==> src/rtl/multicycle_ctrl.sv <==
// multicycle_ctrl: multi-cycle control unit for the Mini-MIPS core.
// Owns pc/ir and sequences FETCH -> DECODE -> EXEC -> MEM -> WB, with
// ready handshakes on both memories and a retired-instruction counter.
// Optional build macro MULTICYCLE_MUL_EN: mul holds EXEC for MUL_LAT
// cycles using an internal down-counter (absent when the macro is undefined).
module multicycle_ctrl #(
    parameter int          ADDR_W   = 15,
    parameter int unsigned RESET_PC = 0,
    parameter int          CNT_W    = 16,
    parameter int          MUL_LAT  = 4
) (
    input  logic              clk,
    input  logic              rst,
    input  logic              imem_rdy,
    input  logic [31:0]       instr,
    input  logic              dmem_rdy,
    input  logic              alu_zero,
    input  logic              alu_neg,
    input  logic              alu_borrow,
    input  logic [ADDR_W-1:0] jr_addr,
    output logic [ADDR_W-1:0] pc,
    output logic [31:0]       ir,
    output logic [2:0]        state,
    output logic              imem_req,
    output logic              dmem_req,
    output logic              dmem_we,
    output logic              rf_we,
    output logic              rf_we2,
    output logic              f_rf_we,
    output logic [1:0]        wb_sel,
    output logic [5:0]        alu_op,
    output logic              halted,
    output logic              illegal,
    output logic [CNT_W-1:0]  retired
);

    typedef enum logic [2:0] {
        S_FETCH  = 3'd0,
        S_DECODE = 3'd1,
        S_EXEC   = 3'd2,
        S_MEM    = 3'd3,
        S_WB     = 3'd4,
        S_HALT   = 3'd5
    } state_t;

    typedef enum logic [3:0] {
        C_ILL, C_RTYPE, C_ITYPE, C_LW, C_SW, C_BR,
        C_J, C_JR, C_JAL, C_HALT, C_MFC1, C_FP
    } iclass_t;

    localparam logic [1:0] WB_ALU  = 2'd0;
    localparam logic [1:0] WB_MEM  = 2'd1;
    localparam logic [1:0] WB_LINK = 2'd2;
    localparam logic [1:0] WB_FPU  = 2'd3;
    localparam logic [5:0] OP_MUL  = 6'b101101;

    if (MUL_LAT < 1) begin : g_bad_mul_lat
        $error("MUL_LAT must be at least 1");
    end
    if (ADDR_W < 1 || ADDR_W > 26) begin : g_bad_addr_w
        $error("ADDR_W must be in 1..26");
    end

    // Opcode class; lw/sw must be matched before the generic I-type pattern.
    function automatic iclass_t classify(input logic [5:0] op);
        casez (op)
            6'b001110: return C_LW;
            6'b001111: return C_SW;
            6'b00????: return C_ITYPE;
            6'b10????: return C_RTYPE;
            6'b010???: return C_BR;
            6'b011000: return C_J;
            6'b011001: return C_JR;
            6'b011010: return C_JAL;
            6'b011111: return C_HALT;
            6'b111000: return C_MFC1;
            6'b11????: return C_FP;
            default:   return C_ILL;
        endcase
    endfunction

    state_t  state_q;
    iclass_t ir_cls;
    logic    is_mul;
    logic    br_taken;
    logic    exec_done;

    assign state  = state_q;
    assign ir_cls = classify(ir[31:26]);
    assign is_mul = (ir[31:26] == OP_MUL);

    // Fetch request is a plain decode of the state so the very first
    // post-reset FETCH cycle already requests; reset masks it.
    assign imem_req = (state_q == S_FETCH) && !rst;

    // ALU op from the latched instruction: R/I ops carry the ALU code in the
    // low opcode nibble (mul remapped to 11); memory ops add, branches subtract.
    always_comb begin
        alu_op = 6'd0;
        case (ir_cls)
            C_LW, C_SW: alu_op = 6'd1;
            C_BR:       alu_op = 6'd2;
            C_RTYPE, C_ITYPE: begin
                if (ir[29:26] == 4'd13)
                    alu_op = 6'd11;
                else if (ir[29:26] >= 4'd1 && ir[29:26] <= 4'd10)
                    alu_op = {2'b00, ir[29:26]};
            end
            default: alu_op = 6'd0;
        endcase
    end

    // Branch condition from the rs-rt flags, selected by the low opcode bits.
    always_comb begin
        case (ir[28:26])
            3'd0:    br_taken = alu_zero;
            3'd1:    br_taken = !alu_zero;
            3'd2:    br_taken = !alu_neg && !alu_zero;
            3'd3:    br_taken = !alu_neg;
            3'd4:    br_taken = alu_neg;
            3'd5:    br_taken = alu_neg || alu_zero;
            3'd6:    br_taken = alu_borrow;
            default: br_taken = !alu_borrow && !alu_zero;
        endcase
    end

`ifdef MULTICYCLE_MUL_EN
    localparam int MC_W = (MUL_LAT > 1) ? $clog2(MUL_LAT) : 1;
    logic [MC_W-1:0] mul_cnt;
    assign exec_done = !is_mul || (mul_cnt == '0);
`else
    assign exec_done = 1'b1;
`endif

    // Main sequencer: state, pc/ir, retired counter and registered strobes.
    always_ff @(posedge clk or posedge rst) begin
        if (rst) begin
            state_q  <= S_FETCH;
            pc       <= ADDR_W'(RESET_PC);
            ir       <= '0;
            retired  <= '0;
            dmem_req <= 1'b0;
            dmem_we  <= 1'b0;
            rf_we    <= 1'b0;
            rf_we2   <= 1'b0;
            f_rf_we  <= 1'b0;
            wb_sel   <= WB_ALU;
            halted   <= 1'b0;
            illegal  <= 1'b0;
`ifdef MULTICYCLE_MUL_EN
            mul_cnt  <= '0;
`endif
        end else begin
            // write strobes and illegal are single-cycle pulses
            rf_we   <= 1'b0;
            rf_we2  <= 1'b0;
            f_rf_we <= 1'b0;
            wb_sel  <= WB_ALU;
            illegal <= 1'b0;
            case (state_q)
                S_FETCH: begin
                    if (imem_rdy) begin
                        ir      <= instr;
                        pc      <= pc + 1'b1;
                        illegal <= (classify(instr[31:26]) == C_ILL);
                        state_q <= S_DECODE;
                    end
                end
                S_DECODE: begin
                    case (ir_cls)
                        C_ILL: begin
                            retired <= retired + 1'b1;
                            state_q <= S_FETCH;
                        end
                        C_HALT: begin
                            retired <= retired + 1'b1;
                            halted  <= 1'b1;
                            state_q <= S_HALT;
                        end
                        default: begin
`ifdef MULTICYCLE_MUL_EN
                            mul_cnt <= MC_W'(MUL_LAT - 1);
`endif
                            state_q <= S_EXEC;
                        end
                    endcase
                end
                S_EXEC: begin
                    if (exec_done) begin
                        case (ir_cls)
                            C_LW: begin
                                dmem_req <= 1'b1;
                                state_q  <= S_MEM;
                            end
                            C_SW: begin
                                dmem_req <= 1'b1;
                                dmem_we  <= 1'b1;
                                state_q  <= S_MEM;
                            end
                            C_BR: begin
                                if (br_taken) pc <= ir[ADDR_W-1:0];
                                retired <= retired + 1'b1;
                                state_q <= S_FETCH;
                            end
                            C_J: begin
                                pc      <= ir[ADDR_W-1:0];
                                retired <= retired + 1'b1;
                                state_q <= S_FETCH;
                            end
                            C_JR: begin
                                pc      <= jr_addr;
                                retired <= retired + 1'b1;
                                state_q <= S_FETCH;
                            end
                            C_JAL: begin
                                // link value is the pc shown during this cycle
                                pc      <= ir[ADDR_W-1:0];
                                rf_we   <= 1'b1;
                                wb_sel  <= WB_LINK;
                                state_q <= S_WB;
                            end
                            C_MFC1: begin
                                rf_we   <= 1'b1;
                                wb_sel  <= WB_FPU;
                                state_q <= S_WB;
                            end
                            C_FP: begin
                                f_rf_we <= 1'b1;
                                state_q <= S_WB;
                            end
                            default: begin
                                rf_we   <= 1'b1;
                                rf_we2  <= is_mul;
                                state_q <= S_WB;
                            end
                        endcase
                    end
`ifdef MULTICYCLE_MUL_EN
                    else begin
                        mul_cnt <= mul_cnt - 1'b1;
                    end
`endif
                end
                S_MEM: begin
                    if (dmem_rdy) begin
                        dmem_req <= 1'b0;
                        dmem_we  <= 1'b0;
                        if (ir_cls == C_SW) begin
                            retired <= retired + 1'b1;
                            state_q <= S_FETCH;
                        end else begin
                            rf_we   <= 1'b1;
                            wb_sel  <= WB_MEM;
                            state_q <= S_WB;
                        end
                    end
                end
                S_WB: begin
                    retired <= retired + 1'b1;
                    state_q <= S_FETCH;
                end
                S_HALT: state_q <= S_HALT;
                default: state_q <= S_FETCH;
            endcase
        end
    end

endmodule

==> config.mk <==
export PLATFORM = sky130hd
export DESIGN_NAME = multicycle_ctrl
export DESIGN_NICKNAME = d
export VERILOG_FILES = /design/src/rtl/multicycle_ctrl.sv
export SDC_FILE = /design/constraint.sdc
export NUM_CORES = 1
export LEC_CHECK = 0
export CORE_MARGIN = 2
export CORE_UTILIZATION = 60
export DETAILED_ROUTE_END_ITERATION = 10
export DONT_BUFFER_PORTS = 1
export PLACE_DENSITY = 0.76
export SLEW_MARGIN = 20
export SYNTH_ARGS = -nofsm -noshare
export SYNTH_HDL_FRONTEND = slang
export SYNTH_SLANG_ARGS = --single-unit
==> constraint.sdc <==
create_clock -name clk -period 4.6 [get_ports clk]
set_clock_uncertainty 0.15 [all_clocks]
set_input_delay 1.38 -clock clk [delete_from_list [all_inputs] [get_ports clk]]
set_output_delay 1.38 -clock clk [all_outputs]
set_load 0.05 [all_outputs]
==> out/results.txt <==
result of the run: finished, final reports clean
class of the most critical setup path: flip-flop to output port
average instance area after synthesis: 8.89 um^2
vertical die dimension: 85.4 um
instance area after placement: 0.00401 mm^2
first-pass iteration count of the detailed router: 8
Clock Latency Late Sink: 0.35 ns
maximum clock insertion buffer count: 2
number of H-tree branching levels: 3
post_cts resized: 0
Total GRT Usage: 0.271
pin count of the biggest net entering global routing: 67
number of DRC markers in iteration 0: 290
number of antenna violations at the first check in global routing: 0
reported max-cap violation count: 0
per-cell routed wire length: 18.5 um
io pins: 136
final-report setup violation count: 0
via count of the first global-routing pass: 3130
number of distinct library cell variants in the gate-level netlist after synthesis: 57
core area: 0.00639 mm^2
post-synthesis instance area: 0.00397 mm^2
worst path cell trace: nand2_1 -> nor2_1 -> a21oi_1 -> o22ai_1 -> buf_4
highest attainable clock frequency: 271 MHz
Async SR Flop Fraction: 1.00
area grow syn2layout: 6.33%
worst vdd rail ir drop: 0.518 mV
number of synthesized flops with an enable pin: 0
highest net fanout along the worst path: 17
number of vias per cell: 6.31
register area share after synthesis: 0.472
flip-flop cell with the highest count after synthesis: sky130_fd_sc_hd__dfrtp_1
number of port buffers: 0
CTS tree: built
overall die width: 85.4 um
number of clock sinks seen by CTS: 75
clock input transition at the sequential cells of the worst setup and hold paths: 0.08 ns
total via count in the routed design: 3281
critical-path cell with the highest stage delay: sky130_fd_sc_hd__dfrtp_1
last weighted congestion value of the routability-driven placer: 0.909
DRT antenna net count: 0
total wire length after detailed routing: 9610 um
final instance area: 0.00422 mm^2
unrepaired setup endpoints after global routing: false
total DRC errors in the routed layout: 0
Core Rows: 29
Setup crit end kind: output port
Hold-fix buffers, CTS: 0
clock period minus worst slack: 3.69 ns
final layout net count: 495
max-slew violation count: 0
delay contributed by the slowest stage of the critical path: 0.92 ns
final total power: 0.00380 W
data required time of the critical path: 3.07 ns
top cell type's share of synthesized area: 0.472
number of warnings issued by yosys: 0
final hold violation count: 0
type of the worst min-delay path: flip-flop to flip-flop
Total Negative Setup Slacks: 0 ns
slew at the pin closest to its max-slew limit: 1.02 ns
total of fill cells in the finished design: 520
kind of start point of the critical path: flip-flop
worst slew slack as a fraction of its limit: 0.319
top post-synthesis cells by area: sky130_fd_sc_hd__dfrtp_1 47%, sky130_fd_sc_hd__nand2_1 12%, sky130_fd_sc_hd__mux2i_1 4.0%
Critical Path AT: 2.16 ns
P_leak: 2.00 nW
number of buffers created by CTS: 9
total die area: 0.00729 mm^2
total setup buffers inserted after CTS: 0
Final Cycle Share: 0.801
GRT overflow: 0
fraction of final layout cells with drive strength greater than 1: 0.0858
cell taking the most area after synthesis: sky130_fd_sc_hd__dfrtp_1
power density over the cells: 899 mW/mm^2
Antenna Diode Count: 0
root cell of the clock tree: sky130_fd_sc_hd__clkbuf_8
register bit count reported by yosys: 75
post-detail-place hpwl: 6840 um
Initial Util: 0.622
first-pass GRT wire length: 15700 um
number of instances in the synthesized netlist: 447
-- cell families (layout without fill, tap and decap cells) --
group | Yosys count | in the layout | synth area share
flip-flops | 75 | 75 | 0.472
multiplexers | 18 | 18 | 0.0460
AO/OA/AOI/OAI | 81 | 81 | 0.141
XOR/XNOR | 20 | 20 | 0.0441
other | 1 | 2 | 0.000944
AND/OR/NAND/NOR | 214 | 214 | 0.247
buffers and inverters | 36 | 31 | 0.0425
adder cells (fa/ha/maj) | 2 | 2 | 0.00630
-- metal layers --
layer	global-route usage	up-vias	share of wire
met2	0.411	163	0.47
li1	-	1541	-
met4	0.104	0	0.015
met5	0	-	0
met3	0.0730	14	0.090
met1	0.375	1563	0.42
-- report_power, final --
| part | internal [W] | leakage, nW | total [W] | switching, W |
|---|---|---|---|---|
| logic | 0.000414 | 0.955 | 0.00109 | 0.000674 |
| clock network | 0.000304 | 0.106 | 0.000558 | 0.000253 |
| registers | 0.000891 | 0.941 | 0.00215 | 0.00126 |
-- sequential cells by signal (all words and copies together), names as in the netlist --
signal and cells:
rf_we2 1, halted 1, ir 32, wb_sel 2, f_rf_we 1, state 3, dmem_we 1, rf_we 1
pc 15, illegal 1, retired 16, dmem_req 1
-- metrics by stage --
step	utilization	setup WS [ns]	hold WS, ns	std cells
after detailed placement	0.628	1.32	0.609	505
after floorplan	-	0.241	0.591	448
after CTS	0.661	0.928	0.620	520
after global routing	0.661	0.789	0.631	520
after global placement	0.628	1.33	0.605	505
final	0.661	0.915	0.619	520
-- worst max-delay path: cells and delay by family, from the launching register on --
| family | cells | cell delay [ns] |
|---|---|---|
| compound gates | 2 | 0.22 |
| buf+inv | 1 | 0.24 |
| flops | 1 | 0.92 |
| simple gates | 2 | 0.44 |
-- cells in the final DEF (no fill, tap or decap), types with 3 or more instances in the layout --
cell,n
sky130_fd_sc_hd__buf_4,9
sky130_fd_sc_hd__nor2b_1,4
sky130_fd_sc_hd__nand3_1,11
sky130_fd_sc_hd__dfrtp_1,75
sky130_fd_sc_hd__o22ai_1,3
sky130_fd_sc_hd__nand4_1,11
sky130_fd_sc_hd__a32oi_1,4
sky130_fd_sc_hd__nand2_1,123
sky130_fd_sc_hd__a211oi_1,3
sky130_fd_sc_hd__nor4_1,3
sky130_fd_sc_hd__nor2_1,23
sky130_fd_sc_hd__and3_1,8
sky130_fd_sc_hd__nand2b_1,7
sky130_fd_sc_hd__mux2i_1,16
sky130_fd_sc_hd__and2_1,5
sky130_fd_sc_hd__a221oi_1,5
sky130_fd_sc_hd__inv_1,6
sky130_fd_sc_hd__a31oi_1,5
sky130_fd_sc_hd__xnor2_1,18
sky130_fd_sc_hd__o21ai_0,16
sky130_fd_sc_hd__a21oi_1,22
sky130_fd_sc_hd__nor3_1,6
sky130_fd_sc_hd__clkbuf_8,9
sky130_fd_sc_hd__a22oi_1,5
-- area by class of cell --
| cell class | count | area [um^2] | area share |
|---|---|---|---|
| flip-flops and latches | 75 | 1880 | 0.444 |
| clock inverters | 6 | 90.1 | 0.0213 |
| clock buffers | 9 | 124 | 0.0293 |
| multi-input cells | 337 | 1940 | 0.460 |
| well taps | 77 | 96.3 | 0.0228 |
| inverters | 7 | 26.3 | 0.00622 |
| repair buffers | 9 | 67.6 | 0.0160 |
-- synth_stat cells, drive strengths merged, types with 2 or more instances --
library cell	instances
a32oi	5
xor2	2
nand3	13
dfrtp	75
o21ai	17
clkbuf	16
o22ai	3
and2	5
a31o	2
mux2i	16
xnor2	18
nor4	5
nor2	23
mux2	2
a211oi	4
a31oi	5
a221o	2
nor2b	5
inv	7
nand2b	7
nor3	6
a22oi	5
ha	2
buf	13
nand4	12
nand2	124
a21oi	22
a221oi	5
and3	8
-- final timing paths --
path                                from    endpoint  slack (ns)  cells past startpoint
worst max-delay path              ir[29]   alu_op[1]        0.91                      5
worst min-delay path            dmem_req    dmem_req        0.62                      2
worst max register to register    ir[27]  retired[1]        1.43                      5
worst min register to register  dmem_req    dmem_req        0.62                      2
max in group asynchronous            rst      ir[28]        2.58                      2
min in group asynchronous            rst      halted        0.66                      1
(Power assumes the default switching activity.)
